===== src/rtl/router_fsm.sv =====
// Control FSM of a 1-to-3 packet router: decodes the header address, sequences
// header/payload/parity loading, and handles FIFO-full stalls and per-FIFO soft resets.
module router_fsm (
    input  logic       clock,
    input  logic       resetn,
    input  logic       pkt_valid,
    input  logic [1:0] data_in,
    input  logic       low_pkt_valid,
    input  logic       parity_done,
    input  logic       fifo_full,
    input  logic       soft_reset_0,
    input  logic       soft_reset_1,
    input  logic       soft_reset_2,
    input  logic       fifo_empty_0,
    input  logic       fifo_empty_1,
    input  logic       fifo_empty_2,
    output logic       busy,
    output logic       detect_add,
    output logic       lfd_state,
    output logic       ld_state,
    output logic       full_state,
    output logic       laf_state,
    output logic       rst_int_reg,
    output logic       write_enb_reg,
    output logic [2:0] fsm_state
);

    typedef enum logic [2:0] {
        DECODE_ADDRESS     = 3'b000,
        LOAD_FIRST_DATA    = 3'b001,
        LOAD_DATA          = 3'b010,
        FIFO_FULL_STATE    = 3'b011,
        LOAD_AFTER_FULL    = 3'b100,
        LOAD_PARITY        = 3'b101,
        CHECK_PARITY_ERROR = 3'b110,
        WAIT_TILL_EMPTY    = 3'b111
    } state_t;

    state_t     r_state;
    state_t     w_next_state;
    logic [1:0] r_addr;
    logic       w_in_empty;
    logic       w_addr_empty;
    logic       w_soft_rst;

    // Empty flag of the FIFO named by the incoming header; address 3 has no FIFO.
    always_comb begin
        w_in_empty = 1'b0;
        case (data_in)
            2'd0:    w_in_empty = fifo_empty_0;
            2'd1:    w_in_empty = fifo_empty_1;
            2'd2:    w_in_empty = fifo_empty_2;
            default: w_in_empty = 1'b0;
        endcase
    end

    always_comb begin
        w_addr_empty = 1'b0;
        w_soft_rst   = 1'b0;
        case (r_addr)
            2'd0: begin
                w_addr_empty = fifo_empty_0;
                w_soft_rst   = soft_reset_0;
            end
            2'd1: begin
                w_addr_empty = fifo_empty_1;
                w_soft_rst   = soft_reset_1;
            end
            2'd2: begin
                w_addr_empty = fifo_empty_2;
                w_soft_rst   = soft_reset_2;
            end
            default: begin
                w_addr_empty = 1'b0;
                w_soft_rst   = 1'b0;
            end
        endcase
    end

    always_ff @(posedge clock or posedge resetn) begin
        if (resetn) begin
            r_state <= DECODE_ADDRESS;
            r_addr  <= 2'd0;
        end else begin
            r_state <= w_next_state;
            if (r_state == DECODE_ADDRESS && pkt_valid)
                r_addr <= data_in;
        end
    end

    always_comb begin
        w_next_state = r_state;
        case (r_state)
            DECODE_ADDRESS: begin
                if (pkt_valid && data_in != 2'd3)
                    w_next_state = w_in_empty ? LOAD_FIRST_DATA : WAIT_TILL_EMPTY;
            end
            LOAD_FIRST_DATA: w_next_state = LOAD_DATA;
            LOAD_DATA: begin
                if (fifo_full)
                    w_next_state = FIFO_FULL_STATE;
                else if (!pkt_valid)
                    w_next_state = LOAD_PARITY;
            end
            FIFO_FULL_STATE: begin
                if (!fifo_full)
                    w_next_state = LOAD_AFTER_FULL;
            end
            LOAD_AFTER_FULL: begin
                if (parity_done)
                    w_next_state = DECODE_ADDRESS;
                else if (low_pkt_valid)
                    w_next_state = LOAD_PARITY;
                else
                    w_next_state = LOAD_DATA;
            end
            LOAD_PARITY: w_next_state = CHECK_PARITY_ERROR;
            CHECK_PARITY_ERROR: begin
                w_next_state = fifo_full ? FIFO_FULL_STATE : DECODE_ADDRESS;
            end
            WAIT_TILL_EMPTY: begin
                if (w_addr_empty)
                    w_next_state = LOAD_FIRST_DATA;
            end
            default: w_next_state = DECODE_ADDRESS;
        endcase
        // A timeout on the FIFO being written abandons the packet from any busy state.
        if (r_state != DECODE_ADDRESS && w_soft_rst)
            w_next_state = DECODE_ADDRESS;
    end

    always_comb begin
        detect_add    = (r_state == DECODE_ADDRESS);
        lfd_state     = (r_state == LOAD_FIRST_DATA);
        ld_state      = (r_state == LOAD_DATA);
        full_state    = (r_state == FIFO_FULL_STATE);
        laf_state     = (r_state == LOAD_AFTER_FULL);
        rst_int_reg   = (r_state == CHECK_PARITY_ERROR);
        write_enb_reg = (r_state == LOAD_DATA) || (r_state == LOAD_PARITY) ||
                        (r_state == LOAD_AFTER_FULL);
        busy          = !((r_state == DECODE_ADDRESS) || (r_state == LOAD_DATA));
    end

    assign fsm_state = r_state;

endmodule


===== config.mk =====
export PLATFORM = sky130hd
export DESIGN_NAME = router_fsm
export DESIGN_NICKNAME = d
export VERILOG_FILES = /design/src/rtl/router_fsm.sv
export SDC_FILE = /design/constraint.sdc
export NUM_CORES = 1
export LEC_CHECK = 0
export CAP_MARGIN = 5
export CORE_UTILIZATION = 39
export DETAILED_ROUTE_END_ITERATION = 6
export PLACE_DENSITY_LB_ADDON = 0.12
export SYNTH_ARGS = -nofsm -noshare
export SYNTH_HDL_FRONTEND = slang
export SYNTH_SLANG_ARGS = --single-unit

===== constraint.sdc =====
create_clock -name clock -period 1.7 [get_ports clock]
set_input_delay 0.51 -clock clock [delete_from_list [all_inputs] [get_ports clock]]
set_output_delay 0.51 -clock clock [all_outputs]
set_load 0.01 [all_outputs]

==> flow_summary_export.csv, run 1 <==
group,metric,value,unit
critical_path,r2r-end,"fsm_state[1]$_DFFE_PP0P_",
clocking,cts_buffer_depth,2,
floorplan,initial_core_util,43.9,%
clocking,clock-sinks,5,
critical_path,timing_worst_setup_path_type,"reg2out",
power,ir_drop,1.20,mV
final_layout,n_antenna_cell,0,
synthesis,synth_ff_type,"dfrtp_1",
critical_path,r2r-start,"fsm_state[0]$_DFFE_PP0P_",
synthesis,synth.cell_area,514,sq um
critical_path,worst_ep_arrival_time,1.32,ns
critical_path,cp.required,1.19,ns
final_layout,final_nets,118,
global_routing,grt-ovfl-total,0,
synthesis,ys_seq_elements,5,
final_layout,area_growth,82.7,%
power,p_leak,0.444,nW
timing,drv_slew,0,
route,vias_per_cell,5.33,
route,finalWirelength,1670,microns
synthesis,synth.distinct_cells,32,
critical_path,critical_path.max_fanout,3,
global_routing,grt_pass1_vias,544,
critical_path,cp-end-kind,"primary output",
power,p_total,1.61,mW
synthesis,synth_area_leader_cell,"dfrtp_1",
floorplan,rows,12,
synthesis,async_flop_share,100,%
synthesis,synth_area_per_cell,8.72,sq um
global_routing,grt_pass1_wl,2470,microns
flow_run,maxCapViolations,0,
timing,timing.hold.ws,0.453,ns
synthesis,synth_commonest_cells,"dfrtp_1, inv_1, mux2i_1",
global_routing,track_usage,25.6,%
place,port_buffers,24,
final_layout,regArea,126,sq um
synthesis,yosys_warnings,0,
timing,grt_setup_unrepaired,"true",
timing,clock_skew,0.000558,ns
critical_path,reg2reg_depth,6,
place,dpl.hpwl,1160,microns
route,wire_per_inst,14.2,microns
floorplan,io_pins,25,
clocking,cts.hold.buffers_added,0,
synthesis,synth_cells,59,
power,powerDensity,1720,nW/um^2
timing,finalCritPeriodShare,107,%
route,drc,0,
clocking,cts_tree,"done",
clocking,h-tree-depth,1,
route,firstDrtPassIters,6,
route,first_iter_violations,11,
final_layout,drive_above_1_share,44.7,%
floorplan,fp.dieW,38.3,microns
timing,setup_violations,5,
synthesis,synth_edf_count,0,
place,pre_cts_slack,-0.212,ns
final_layout,nFillCells,78,
clocking,cts_buffers,3,
timing,setup_slack,-0.127,ns
route,vias,624,
synthesis,syn-num-nets,73,
critical_path,startpoint_type,"flip-flop",
clocking,cts-root-buf,"clkbuf_4",
floorplan,die_h,38.3,microns
min_path,hold_class,"in2async",
timing,period_needed,1.83,ns
timing,relSlewSlack,79.1,%
outcome,violations,"negative setup slack",
floorplan,dieArea,1470,sq um
route,ant_nets,0,
floorplan,fp.coreArea,1170,sq um
place,placed_area,861,sq um
synthesis,ys_seq_area_share,24.3,%
clocking,clkSlewWorstSetupHoldPaths,0.05,ns
critical_path,rrSetupSlack,0.15,ns
synthesis,synth_area_leaders,"dfrtp_1, mux2i_1, mux2_4",
timing,max_freq,547,MHz
global_routing,antenna_found_initial,0,
synthesis,synth_top_area_share,24.3,%
clocking,clk_latency,0.26,ns
global_routing,grt_max_degree,8,
final_layout,multiInputGateArea,380,sq um
place,gp_congestion,0.814,
timing,timing_hold_violations_final,0,
timing,tightest_slew,0.314,ns
outcome,run_status,"complete, but fails checks",
final_layout,fin_area,940,sq um
[flip-flops by register name, indices dropped and copies added, names as in the netlist]
name       count
fsm_state      3
r_addr         2
[worst max-delay path, stage by stage (launching register included)]
cell,delay (ns)
dfrtp_1,0.40
buf_6,0.13
buf_6,0.10
or2b_1,0.22
o21ai_1,0.07
buf_2,0.14
[worst max path at each step]
stage                             start            end  slack [ns]  depth (start not counted)
3_3_place_gp   fsm_state[2]$_DFFE_PP0P_     detect_add       -0.20                          3
4_1_cts        fsm_state[2]$_DFFE_PP0P_  write_enb_reg       -0.11                          5
6_report       fsm_state[1]$_DFFE_PP0P_  write_enb_reg       -0.13                          5
5_1_grt        fsm_state[1]$_DFFE_PP0P_  write_enb_reg       -0.19                          5
2_1_floorplan  fsm_state[0]$_DFFE_PP0P_      lfd_state        0.19                          3
3_5_place_dp   fsm_state[2]$_DFFE_PP0P_     detect_add       -0.21                          3
[cell usage in the layout, fill, tap and decap left out, drive strengths merged]
cell and count:
inv 5, nor3b 2, dfrtp 5, and3 1, a21boi 1, o221ai 2
nand2 2, dlygate4sd2 1, o32ai 2, or3 1, o21ai 4, nor2 4
nor2b 1, or2b 1, clkbuf 6, nor3 3, nand3b 1, mux2 3
or2 1, o21a 2, a221oi 1, nand2b 3, a31oi 1, buf 26
clkinv 1, a21oi 3, clkdlybuf4s50 13, o211ai 1, mux2i 5, a21bo 1
[timing repair]
| action | 4_1_cts | 5_1_grt |
|---|---|---|
| setup buffers | 4 | 1 |
| gates cloned | 0 | 0 |
| pin swaps | 1 | 2 |
| endpoints found under the setup margin | 11 | 12 |
| resized for setup | 41 | 18 |
[per-layer routing]
layer  routed length, microns  GRT usage [%]  vias up
met5                        0              0        -
met3                       50           6.98        2
met1                      713           31.4      301
met4                       19           8.04        0
met2                      881           42.8       16
li1                         -              -      305
[logic make-up after synthesis]
| group | share of synthesized area [%] |
|---|---|
| simple gates | 25.1 |
| compound gates | 24.3 |
| mux | 17.8 |
| buf+inv | 8.52 |
| flops | 24.3 |
[cell type report]
class | instances | area share, %
Clock buffer | 4 | 2.80
Inverter | 6 | 3.20
Sequential cell | 5 | 13.4
Timing Repair Buffer | 42 | 38.2
Multi-Input combinational cell | 46 | 40.5
Tap cell | 14 | 1.86
[per-stage QoR]
stage | setup TNS (ns) | utilization, % | std cells
CTS | -0.334 | 78.5 | 117
finish | -0.395 | 80.2 | 117
global placement | -1.18 | 73.5 | 109
floorplan | 0 | - | 59
detailed placement | -1.39 | 73.5 | 109
global route | -0.669 | 80.2 | 117
[power by group]
group	internal [mW]	switching (mW)
clock network	0.0895	0.0601
logic	0.674	0.536
registers	0.177	0.0744
(Power assumes the default switching activity.)
==> run 2, diff against run 1 <==
==> constraint.sdc (replaced) <==
create_clock -name clock -period 1.7 [get_ports clock]
set_input_delay 0.51 -clock clock [delete_from_list [all_inputs] [get_ports clock]]
set_output_delay 0.51 -clock clock [all_outputs]
set_load 0.1 [all_outputs]
==> flow_summary_export.csv, run 2 <==
group,metric,value,unit
outcome,run_status,"aborted with a tool error",
outcome,lastStage,"5_1_grt",
outcome,error_message,"[ERROR DPL-0038] Utilization greater than 100%, impossible to legalize",
synthesis,yosys_warnings,0,
floorplan,initial_core_util,43.9,%
synthesis,synth_cells,59,
synthesis,synth_area_per_cell,8.72,sq um
synthesis,ys_seq_area_share,24.3,%
timing,worstEndpointType,"output port",
synthesis,synth.distinct_cells,32,
place,gp_congestion,0.821,
synthesis,ys_seq_elements,5,
global_routing,grt_max_degree,10,
clocking,cts-root-buf,"clkbuf_4",
place,pre_cts_slack,-0.181,ns
synthesis,synth_top_area_share,24.3,%
synthesis,synth_ff_type,"dfrtp_1",
floorplan,die_h,38.3,microns
synthesis,synth.cell_area,514,sq um
clocking,cts_buffers,3,
floorplan,rows,12,
place,port_buffers,24,
place,dpl.hpwl,1420,microns
synthesis,synth_area_leader_cell,"dfrtp_1",
floorplan,fp.dieW,38.3,microns
synthesis,synth_area_leaders,"dfrtp_1, mux2i_1, mux2_4",
clocking,cts.hold.buffers_added,0,
synthesis,async_flop_share,100,%
clocking,clock-sinks,5,
timing,grt_worst_setup_endpoint,"detect_add",
clocking,h-tree-depth,1,
synthesis,syn-num-nets,73,
synthesis,synth_commonest_cells,"dfrtp_1, inv_1, mux2i_1",
clocking,cts_buffer_depth,2,
synthesis,synth_edf_count,0,
floorplan,io_pins,25,
==> run 2: through the flow <==
stage / util [%] / hold WS [ns] / cells / instance area [sq um] / setup TNS, ns
3_3_place_gp: 89.3 / 0.617 / 107 / 1050 / -0.360
4_1_cts: 97.2 / 0.457 / 117 / 1140 / -1.10
2_1_floorplan: - / 0.289 / 59 / 618 / -3.22
3_5_place_dp: 89.3 / 0.632 / 107 / 1050 / -0.495
==> run 2: what timing repair did <==
action                                  4_1_cts
pin swaps                                     3
setup buffers                                 6
endpoints found under the setup margin        8
cloned                                        0
resized for setup                             6
==> run 2: kinds of logic after synthesis <==
| family | after synthesis | share of synthesized area [%] |
|---|---|---|
| buffers and inverters | 8 | 8.52 |
| AOI/OAI and AO/OA | 18 | 24.3 |
| DFF | 5 | 24.3 |
| and+or+nand+nor | 20 | 25.1 |
| muxes | 8 | 17.8 |
==> run 3, diff against run 2 <==
CORE_AREA = 2 2 63 65   (was unset)
CORE_UTILIZATION = unset   (was 39)
DIE_AREA = 0 0 65 67   (was unset)
PLACE_DENSITY_LB_ADDON = 0.15   (was 0.12)
==> flow_summary_export.csv, run 3 (synthesis results as in run 1) <==
group,metric,value,unit
clocking,cts_tree,"done",
final_layout,final_nets,120,
clocking,clock-sinks,5,
floorplan,initial_core_util,14.3,%
place,dpl.hpwl,1420,microns
final_layout,largest_reg_flops,3,
route,firstDrtPassIters,4,
final_layout,area_growth,141,%
global_routing,grt-ovfl-total,0,
critical_path,critical_path.max_fanout,5,
floorplan,fp.coreArea,3610,sq um
clocking,cts_buffer_depth,2,
global_routing,grt_pass1_wl,2710,microns
global_routing,antenna_found_initial,0,
route,ant_nets,0,
floorplan,dieArea,4360,sq um
place,placed_area,1100,sq um
critical_path,cp-end-kind,"primary output",
critical_path,cp.required,1.19,ns
outcome,violations,"negative setup slack",
global_routing,track_usage,8.24,%
place,port_buffers,24,
timing,drv_slew,0,
timing,relSlewSlack,83.7,%
timing,setup_violations,8,
final_layout,n_antenna_cell,0,
timing,grt_setup_unrepaired,"true",
global_routing,grt_max_degree,9,
final_layout,final_common_cell,"buf_4",
floorplan,rows,22,
floorplan,fp.dieW,65,microns
route,vias,611,
final_layout,fin_area,1240,sq um
timing,setup_slack,-0.196,ns
critical_path,timing_worst_setup_path_type,"reg2out",
global_routing,grt_pass1_vias,588,
timing,finalCritPeriodShare,112,%
route,first_iter_violations,9,
floorplan,io_pins,25,
clocking,cts.hold.buffers_added,0,
timing,period_needed,1.90,ns
route,wire_per_inst,11.1,microns
clocking,clk_latency,0.22,ns
outcome,run_status,"complete, but fails checks",
clocking,clkSlewWorstSetupHoldPaths,0.03,ns
min_path,hold_class,"in2async",
final_layout,final_cell_mix,"buf_4, clkdlybuf4s50_1, buf_12",
flow_run,maxCapViolations,0,
clocking,cts_buffers,3,
route,vias_per_cell,3.99,
timing,tightest_slew,0.242,ns
timing,timing_hold_violations_final,0,
critical_path,startpoint_type,"flip-flop",
clocking,h-tree-depth,1,
critical_path,worst_ep_arrival_time,1.39,ns
clocking,cts-root-buf,"clkbuf_8",
place,gp_congestion,0.801,
final_layout,drive_above_1_share,54.3,%
floorplan,die_h,67,microns
timing,max_freq,528,MHz
timing,clock_skew,0.00114,ns
route,drc,0,
route,finalWirelength,1690,microns
run 3: layer usage:
| metal | track usage (%) | routed length [microns] | share of wire, % | vias up |
|---|---|---|---|---|
| met5 | 0 | 0 | 0 | - |
| met4 | 4.79 | 17 | 1.0 | 0 |
| met3 | 2.03 | 67 | 4.0 | 2 |
| met2 | 13.5 | 923 | 55 | 13 |
| met1 | 9.72 | 684 | 40 | 286 |
| li1 | - | - | - | 310 |
run 3: worst max-delay path, stage by stage, from the launching register on:
cell     delay [ns]
dfrtp_4        0.49
or3_4          0.44
inv_12         0.07
buf_12         0.16
run 3: cell type report:
cell class              instances  area, sq um
inverters                       6         41.3
flip-flops and latches          5          136
clock buffers                   4         45.0
well taps                      48         60.1
multi-input cells              46          425
repair buffers                 44          531
fillers                       385         2370
run 3: worst paths after layout:
kind | startpoint | endpoint | slack [ns] | cells past startpoint
worst max-delay path | fsm_state[1]$_DFFE_PP0P_ | detect_add | -0.20 | 3
worst min-delay path | resetn | r_addr[1]$_DFFE_PP0P_ | 0.50 | 2
worst max register to register | fsm_state[1]$_DFFE_PP0P_ | r_addr[1]$_DFFE_PP0P_ | 0.11 | 5
worst min register to register | r_addr[0]$_DFFE_PP0P_ | r_addr[0]$_DFFE_PP0P_ | 0.65 | 1
max in group asynchronous | resetn | fsm_state[2]$_DFFE_PP0P_ | 1.02 | 2
min in group clock | r_addr[0]$_DFFE_PP0P_ | r_addr[0]$_DFFE_PP0P_ | 0.65 | 1
run 3: metrics by stage:
stage,std cells,setup WS [ns],util [%],hold slack [ns],setup TNS (ns)
detailed placement,141,-0.208,30.5,0.617,-0.526
finish,153,-0.196,34.4,0.495,-0.830
floorplan,59,-0.489,-,0.289,-3.22
CTS,148,-0.207,33.0,0.509,-1.10
global placement,141,-0.208,30.5,0.609,-0.572
global route,153,-0.226,34.4,0.516,-1.17
run 3: timing repair:
item,CTS,global route
cloned,0,0
resized for setup,6,5
buffers inserted,3,6
pin swaps,1,2
hold endpoints to repair,0,0
setup endpoints to repair,8,11
Power of run 3 is not shown: default switching activity piles up to over one toggle a cycle in this logic, so the estimate is an artifact.
